--- src/rtl/voice_sequencer.sv ---
// Per-sample voice scheduler for data_path: owns per-key gate/attack/active flags, sweeps all keys on each
// SAMPLE_TICK and emits a saturated 16-bit sample. Define VOICE_COUNT_EN to add the ACTIVE_VOICES output.
module voice_sequencer #(
    parameter int NUM_KEYS = 128,
    parameter int OUT_LSB  = 16
) (
    input  logic        CLK,
    input  logic        RESET,
    input  logic        SAMPLE_TICK,
    input  logic        EV_VALID,
    input  logic        EV_ON,
    input  logic [6:0]  EV_KEY,
    input  logic        NOTE_END,
    input  logic        ATT_OFF,
    input  logic [31:0] TONE,
    output logic [6:0]  KEY,
    output logic        LD_PHASE,
    output logic        LD_AMP,
    output logic        LD_TONE,
    output logic        PHASE_MUX,
    output logic        TONE_MUX,
    output logic        AMP_SEL,
    output logic        NOTE_ON,
    output logic        ATT_ON,
    output logic [15:0] SAMPLE_OUT,
    output logic        SAMPLE_VALID,
    output logic        BUSY,
    output logic        OVERRUN
`ifdef VOICE_COUNT_EN
    ,
    output logic [7:0]  ACTIVE_VOICES
`endif
);

    typedef enum logic [2:0] {
        ST_INIT  = 3'd0,
        ST_IDLE  = 3'd1,
        ST_CLEAR = 3'd2,
        ST_SCAN  = 3'd3,
        ST_DONE  = 3'd4
    } state_t;

    localparam logic [6:0] LAST_KEY  = 7'(NUM_KEYS - 1);
    localparam logic [7:0] KEY_LIMIT = 8'(NUM_KEYS);

    state_t       state_r, state_s;
    logic [6:0]   key_r, key_s;
    logic [127:0] gate_r, att_r, active_r;
    logic [127:0] gate_s, att_s, active_s;
    logic [15:0]  sample_r, sat_s;
    logic         overrun_r;
    logic         busy_s, scan_s, last_key_s;
    logic         cur_active_s, cur_gate_s, cur_att_s;
    logic [1:0]   ev_cmd_s;
    logic         ld_phase_s, ld_amp_s, ld_tone_s, phase_mux_s, tone_mux_s, amp_sel_s;
    logic         note_on_s, att_on_s, valid_s;

    // Clamp the selected TONE window to 16 bits when the bits above it are not pure sign extension
    function automatic logic [15:0] saturate(input logic [31:0] tone);
        logic [31:0] top;
        top = 32'($signed(tone) >>> (OUT_LSB + 15));
        if (top == 32'h0000_0000 || top == 32'hFFFF_FFFF) begin
            saturate = 16'(tone >> OUT_LSB);
        end else if (tone[31]) begin
            saturate = 16'h8000;
        end else begin
            saturate = 16'h7FFF;
        end
    endfunction

    assign busy_s       = (state_r != ST_IDLE);
    assign scan_s       = (state_r == ST_SCAN);
    assign last_key_s   = (key_r == LAST_KEY);
    assign cur_active_s = active_r[key_r];
    assign cur_gate_s   = gate_r[key_r];
    assign cur_att_s    = att_r[key_r];
    assign sat_s        = saturate(TONE);
    assign ev_cmd_s     = {EV_VALID & ({1'b0, EV_KEY} < KEY_LIMIT), EV_ON};

    // Next-state, key sequencing and data_path strobes
    always_comb begin
        state_s     = state_r;
        key_s       = key_r;
        ld_phase_s  = 1'b0;
        ld_amp_s    = 1'b0;
        ld_tone_s   = 1'b0;
        phase_mux_s = 1'b0;
        tone_mux_s  = 1'b0;
        amp_sel_s   = 1'b0;
        note_on_s   = 1'b0;
        att_on_s    = 1'b0;
        valid_s     = 1'b0;
        case (state_r)
            ST_INIT: begin
                ld_amp_s   = 1'b1;
                amp_sel_s  = 1'b1;
                ld_phase_s = 1'b1;
                if (last_key_s) begin
                    state_s = ST_IDLE;
                    key_s   = 7'd0;
                end else begin
                    key_s   = key_r + 7'd1;
                end
            end
            ST_IDLE: begin
                key_s = 7'd0;
                if (SAMPLE_TICK) begin
                    state_s = ST_CLEAR;
                end else begin
                    state_s = ST_IDLE;
                end
            end
            ST_CLEAR: begin
                ld_tone_s = 1'b1;
                key_s     = 7'd0;
                state_s   = ST_SCAN;
            end
            ST_SCAN: begin
                if (cur_active_s) begin
                    ld_phase_s  = 1'b1;
                    ld_amp_s    = 1'b1;
                    ld_tone_s   = 1'b1;
                    tone_mux_s  = 1'b1;
                    note_on_s   = cur_gate_s;
                    att_on_s    = cur_att_s;
                    // A finished voice is zeroed instead of advanced; its last tone still mixes in
                    phase_mux_s = ~NOTE_END;
                    amp_sel_s   = NOTE_END;
                end else begin
                    ld_phase_s  = 1'b0;
                end
                if (last_key_s) begin
                    state_s = ST_DONE;
                    key_s   = 7'd0;
                end else begin
                    key_s   = key_r + 7'd1;
                end
            end
            ST_DONE: begin
                valid_s = 1'b1;
                key_s   = 7'd0;
                state_s = ST_IDLE;
            end
            default: begin
                state_s = ST_INIT;
                key_s   = 7'd0;
            end
        endcase
    end

    // Flag next-state: scan clears are applied first so a same-cycle host event overrides them
    always_comb begin
        gate_s          = gate_r;
        att_s           = att_r;
        active_s        = active_r;
        att_s[key_r]    = att_r[key_r] & ~(scan_s & ATT_OFF);
        active_s[key_r] = active_r[key_r] & ~(scan_s & NOTE_END);
        case (ev_cmd_s)
            2'b11: begin
                gate_s[EV_KEY]   = 1'b1;
                att_s[EV_KEY]    = 1'b1;
                active_s[EV_KEY] = 1'b1;
            end
            2'b10: begin
                gate_s[EV_KEY] = 1'b0;
            end
            default: begin
            end
        endcase
    end

    // State, key index, voice flags, held sample and sticky overrun
    always_ff @(posedge CLK) begin
        if (RESET) begin
            state_r   <= ST_INIT;
            key_r     <= 7'd0;
            gate_r    <= {128{1'b0}};
            att_r     <= {128{1'b0}};
            active_r  <= {128{1'b0}};
            sample_r  <= 16'd0;
            overrun_r <= 1'b0;
        end else begin
            state_r   <= state_s;
            key_r     <= key_s;
            gate_r    <= gate_s;
            att_r     <= att_s;
            active_r  <= active_s;
            overrun_r <= overrun_r | (SAMPLE_TICK & busy_s);
            if (valid_s) begin
                sample_r <= sat_s;
            end else begin
                sample_r <= sample_r;
            end
        end
    end

    // Output drive, held low while RESET is asserted
    always_comb begin
        if (RESET) begin
            KEY          = 7'd0;
            LD_PHASE     = 1'b0;
            LD_AMP       = 1'b0;
            LD_TONE      = 1'b0;
            PHASE_MUX    = 1'b0;
            TONE_MUX     = 1'b0;
            AMP_SEL      = 1'b0;
            NOTE_ON      = 1'b0;
            ATT_ON       = 1'b0;
            SAMPLE_OUT   = 16'd0;
            SAMPLE_VALID = 1'b0;
            BUSY         = 1'b0;
            OVERRUN      = 1'b0;
        end else begin
            KEY          = key_r;
            LD_PHASE     = ld_phase_s;
            LD_AMP       = ld_amp_s;
            LD_TONE      = ld_tone_s;
            PHASE_MUX    = phase_mux_s;
            TONE_MUX     = tone_mux_s;
            AMP_SEL      = amp_sel_s;
            NOTE_ON      = note_on_s;
            ATT_ON       = att_on_s;
            SAMPLE_OUT   = valid_s ? sat_s : sample_r;
            SAMPLE_VALID = valid_s;
            BUSY         = busy_s;
            OVERRUN      = overrun_r;
        end
    end

`ifdef VOICE_COUNT_EN
    logic [7:0] count_r;
    logic [7:0] voices_r;

    // Count active keys across one sweep and publish the total at DONE
    always_ff @(posedge CLK) begin
        if (RESET) begin
            count_r  <= 8'd0;
            voices_r <= 8'd0;
        end else begin
            case (state_r)
                ST_CLEAR: count_r  <= 8'd0;
                ST_SCAN:  count_r  <= count_r + {7'd0, cur_active_s};
                ST_DONE:  voices_r <= count_r;
                default:  count_r  <= count_r;
            endcase
        end
    end

    assign ACTIVE_VOICES = voices_r;
`endif

endmodule

--- config.mk ---
export PLATFORM = sky130hd
export DESIGN_NAME = voice_sequencer
export DESIGN_NICKNAME = d
export VERILOG_FILES = /design/src/rtl/voice_sequencer.sv
export SDC_FILE = /design/constraint.sdc
export NUM_CORES = 1
export LEC_CHECK = 0
export CAP_MARGIN = 5
export CORE_MARGIN = 3
export CORE_UTILIZATION = 60
export CTS_CLUSTER_SIZE = 10
export DETAILED_ROUTE_END_ITERATION = 12
export PLACE_DENSITY_LB_ADDON = 0.3
export SYNTH_ARGS = -nofsm -noshare
export SYNTH_HDL_FRONTEND = slang
export SYNTH_SLANG_ARGS = --single-unit
--- constraint.sdc ---
create_clock -name CLK -period 6.9 [get_ports CLK]
set_input_delay 1.38 -clock CLK [delete_from_list [all_inputs] [get_ports CLK]]
set_output_delay 1.38 -clock CLK [all_outputs]
set_load 0.005 [all_outputs]
Word-level counts from Yosys, hierarchy flattened --
Index checks and enable logic that the tools add are counted.
Storage, ports and cells: output and inout port bits 34, register bits 411, logic and storage cells 94, input port bits 46
Operators by class: multiplexer cells 47, equal/unequal tests 11, bitwise gates (word level) 15, reduce and logical (&&, ||, !) cells 9, order comparisons 4, add/subtract/negate cells 1
Operators with widths (number):
- $or 128x128->128 | 3
- $bwmux 128 | 2
- $mux 128 | 2
- $pmux 128 s2 | 1
- $and 128x128->128 | 1
- $not 128->128 | 1
- $mux 16 | 4
- $eq 32x32->1 const B | 1
- $logic_not 32->1 | 1
- $mux 1 | 25
- $bmux 1 s7 | 3
- $lt 7x8->1 const B | 2
- $pmux 3 s5 | 1
- $demux 1 s7 | 2
- $ge 7x1->1 const B | 2
- $add 7x1->7 const B | 1
- $eq 7x7->1 const B | 1
- $mux 7 | 1
- $eq 3x2->1 const B | 2
- $mux 3 | 2
- $pmux 1 s2 | 3
- $and 1x1->1 | 5
- $eq 2x2->1 const B | 2
- $not 1->1 | 4
- other kinds (14) | 15

Longest topological paths before layout --
word-level depth 7, gate-level depth with buffers 14, mapped depth without buffers 7

Worst setup path after synthesis --
No wires, ideal clock.
path type reg2out, from reg key_r[0], to out LD_PHASE, buffers on the path 5, data arrival time 2.439 ns, stages on the path, launching flop included 13, required time 5.520 ns, path slack 3.081 ns, cells stage by stage dfxtp_1 > buf_2 > buf_4 > and2b_4 > buf_6 > buf_6 > a221oi_1 > nor2_1 > a221oi_1 > o211ai_2 > a2111oi_0 > nor2_1 > buf_4
On the way: cells in the longest elaborated chain, start to end 5
RTL lines:
- from (decl) | RTL line 47 | logic [6:0] key_r, key_s;
- from (signal assigned) | RTL line 184 | key_r <= key_s;
- $bmux 1 s7 | RTL line 74 | assign cur_active_s = active_r[key_r];
- $mux 1 (implied by the code) | RTL line 74
- $mux 1
- $pmux 1 s2
- $mux 1
- to (decl) | RTL line 17 | output logic LD_PHASE,
No other way between the ends. The select of a mux whose other input is x is not followed.

Worst setup path in the final report --
from reg key_r[0], to out NOTE_ON
On the way: cells in the longest elaborated chain, start to end 5, elaborated cells on any way between the ends 7, classes of those cells mux (7)
RTL lines:
- $bmux 1 s7 (on tied branches) | RTL line 75, 74
- $mux 1 (on tied branches) | RTL line 75, 74
- $mux 1 (*) | RTL line 119 | if (cur_active_s) begin
- $mux 1 (*) | RTL line 93 | case (state_r)
- $mux 1 (*) | RTL line 199 | if (RESET) begin
- to (decl) | RTL line 23 | output logic NOTE_ON,
Mark *: on every way between the ends. The rest lies on a longest branch, timed or not. The select of a mux whose other input is x is not followed.

==> flow_metrics.tcl <==
set metrics [dict create \
    synth.top_cell.area_share_pct 40.06 \
    end_kind "output pin" \
    pwr-share-clk_pct 43.2 \
    relSlewSlack_pct -1.365 \
    diodes 0 \
    hold_class "reg -> reg" \
    groute.usage.overall_pct 40.62 \
    wl_met2_um 31770 \
    cap_violations 1 \
    critPathArrivalTime_ps 4830 \
    crit_fanout 48 \
    die_h_um 191.0 \
    dr.max_layer_used "met4" \
    switching_power_mw 1.354 \
    yosysUniqueCellTypes 73 \
    dp_hpwl_um 45030 \
    routed_via_density 7.562 \
    wl_met3_um 12200 \
    drtAntennaViolNets 0 \
    tightest_slew_ps 1519 \
    switching_share_pct 26.60 \
    synth_nets 2552 \
    p_int_mw 3.735 \
    clockBufferDepth 3 \
    synth_edf_count 0 \
    htreeDepth 2 \
    std_cell_rows 67 \
    status "complete, but fails checks" \
    grt-ovfl-total 0 \
    layout-drive-gt1-share_pct 9.235 \
    clock_sinks 411 \
    worst_r2r_path_depth 11 \
    setup_viol 0 \
    io_buffer_count 63 \
    ys_seq_elements 411 \
    root_buffer "clkbuf_16" \
    dpl_cell_area_um2 21280 \
    ioPinCount 80 \
    firstDrtPassIters 6 \
    synth_area_leaders "dfxtp_1 (40%), o21ai_0 (6.6%), nand3_1 (5.6%), a32oi_1 (5.2%), nand2_1 (4.8%)" \
    drt-initial-drc-count 4140 \
    start_util_pct 61.10 \
    die_x_um 191.0 \
    grt_max_degree 148 \
    p_leak_nw 6.767 \
    drc_errors 0 \
    grt_pass1_wl_um 117400 \
    met1_length_um 27290 \
    seq_area_frac_synth_pct 40.06 \
    dieArea_um2 36490 \
    synth_flop_cell "dfxtp_1" \
    synthArstFlopShare_pct 0 \
    criticalPathCategory "reg -> out" \
    tritoncts "built" \
    num-fill-cells 2653 \
    wl_per_cell_um 26.50 \
    final_hold_viol_count 0 \
    synthCells 2505 \
    path_clk_slew_ps 60 \
    clkLatencyLatePin_ps 570 \
    p_per_area_nw_per_um2 225.7 \
    antenna_found_initial 1 \
    avgSynthCellArea_um2 8.200 \
    synth_area_leader_cell "dfxtp_1" \
    vias 21980 \
    syn2layout_area_growth_pct 9.752 \
    finalWirelength_um 77010 \
    cts_hold_buffers 0 \
    hold_depth 2 \
    syn_area_um2 20540 \
    core_um2 33620 \
    final_nets 2494 \
    clock.fmax_ghz 0.1610 \
    start_kind "flip-flop" \
    mostFrequentLayoutCell "dfxtp_1" \
    maxSlewViolCount 17 \
    p_seq_share_pct 47.5 \
    fin_setup_tns_ps 0 \
    post_cts_resized 0 \
    grt_pass1_vias 20610 \
    min_period_ps 6213 \
    rsz0062_at_grt "no" \
    min_period_over_period_pct 90.04 \
    peakVddDrop_mv 0.1746 \
    cts_setup_buffers 0 \
    final_cell_area_um2 22540 \
    cts_made_buffers 47 \
    final_cell_mix "dfxtp_1 (408), o21ai_0 (269), nand2_1 (263)" \
    failed_checks "max-capacitance violations, max-slew violations" \
    fin_skew_ps 19.95 \
    synth_warnings 0 \
    combPwrFrac_pct 9.3 \
    cp.required_ps 5520 \
    gp_congestion 0.9771 \
]
==> through the flow <==
step	hold slack, ps	util [%]	setup WS, ps	total power, mW	instances
after floorplan	441.6	-	3081	2.732	2505
after global placement	446.7	63.32	1459	2.897	2846
after detailed placement	450.3	63.32	1417	2.901	2846
after CTS	461.8	67.06	815.5	5.033	2906
after global routing	488.8	67.06	607.8	5.171	2906
final	461.1	67.06	687.0	5.088	2906
==> final timing paths <==
kind / from / endpoint / slack (ps)
max: key_r[0] / NOTE_ON / 690
min: sample_r[2] / sample_r[2] / 460
max reg2reg: key_r[0] / att_r[6] / 1660
min reg2reg: sample_r[2] / sample_r[2] / 460
==> power groups by stage <==
| stage | combinational (mW) | clock (mW) | sequential [mW] |
|---|---|---|---|
| 2_1_floorplan | 0.295 | 0 | 2.44 |
| 3_5_place_dp | 0.436 | 0 | 2.47 |
| 4_1_cts | 0.438 | 2.18 | 2.41 |
| 3_3_place_gp | 0.433 | 0 | 2.46 |
| 6_report | 0.471 | 2.20 | 2.42 |
| 5_1_grt | 0.471 | 2.28 | 2.42 |
==> area by class of cell <==
type | count | area [um^2] | share of cell area [%]
Clock inverter | 3 | 26.28 | 0.1166
Clock buffer | 57 | 1234 | 5.472
Inverter | 10 | 45.04 | 0.1998
Timing Repair Buffer | 152 | 1313 | 5.822
Sequential cell | 411 | 8239 | 36.55
Tap cell | 448 | 560.5 | 2.486
Multi-Input combinational cell | 1825 | 11130 | 49.36
==> synthesized netlist by cell type, types with 5 or more instances <==
library cell	count
buf_6	22
nor3_1	16
o211ai_1	84
a221oi_1	46
mux2_2	29
dfxtp_1	411
o221ai_1	6
a31oi_1	60
o31ai_1	66
mux2i_1	21
nor2_1	114
a32oi_1	121
a221o_1	12
nand2b_1	15
inv_1	7
clkbuf_1	178
clkbuf_2	5
buf_4	19
or3_1	128
mux4_2	19
a22oi_1	37
buf_1	12
o21ai_0	269
a22o_1	11
o22ai_1	6
a21oi_1	181
nand3_1	230
and2_1	5
nor2b_1	21
nand2_1	263
buf_2	23
==> routing by layer <==
metal,GRT usage [%],vias up
li1,-,9377
met1,53.46,10180
met2,58.49,1943
met3,12.65,480
met4,24.10,0
met5,0,-
==> cells by family after synthesis <==
family / count (synthesis) / synth area share, %
AO/OA/AOI/OAI: 932 / 29.68
XOR/XNOR: 4 / 0.1706
adder cells (fa/ha/maj): 1 / 0.06090
buffers and inverters: 269 / 6.237
flip-flops: 411 / 40.06
multiplexers: 69 / 4.696
AND/OR/NAND/NOR: 819 / 19.10
==> worst max-delay path, stage by stage (launching register included) <==
cell	delay (ps)
dfxtp_4	870
buf_4	690
nor2b_2	100
buf_4	210
a221oi_1	360
nor2_1	70
o21ai_0	360
o311ai_2	340
a211oi_2	610
nor4_2	160
clkdlybuf4s50_1	480
No activity file was read; power rests on OpenSTA's default activity.
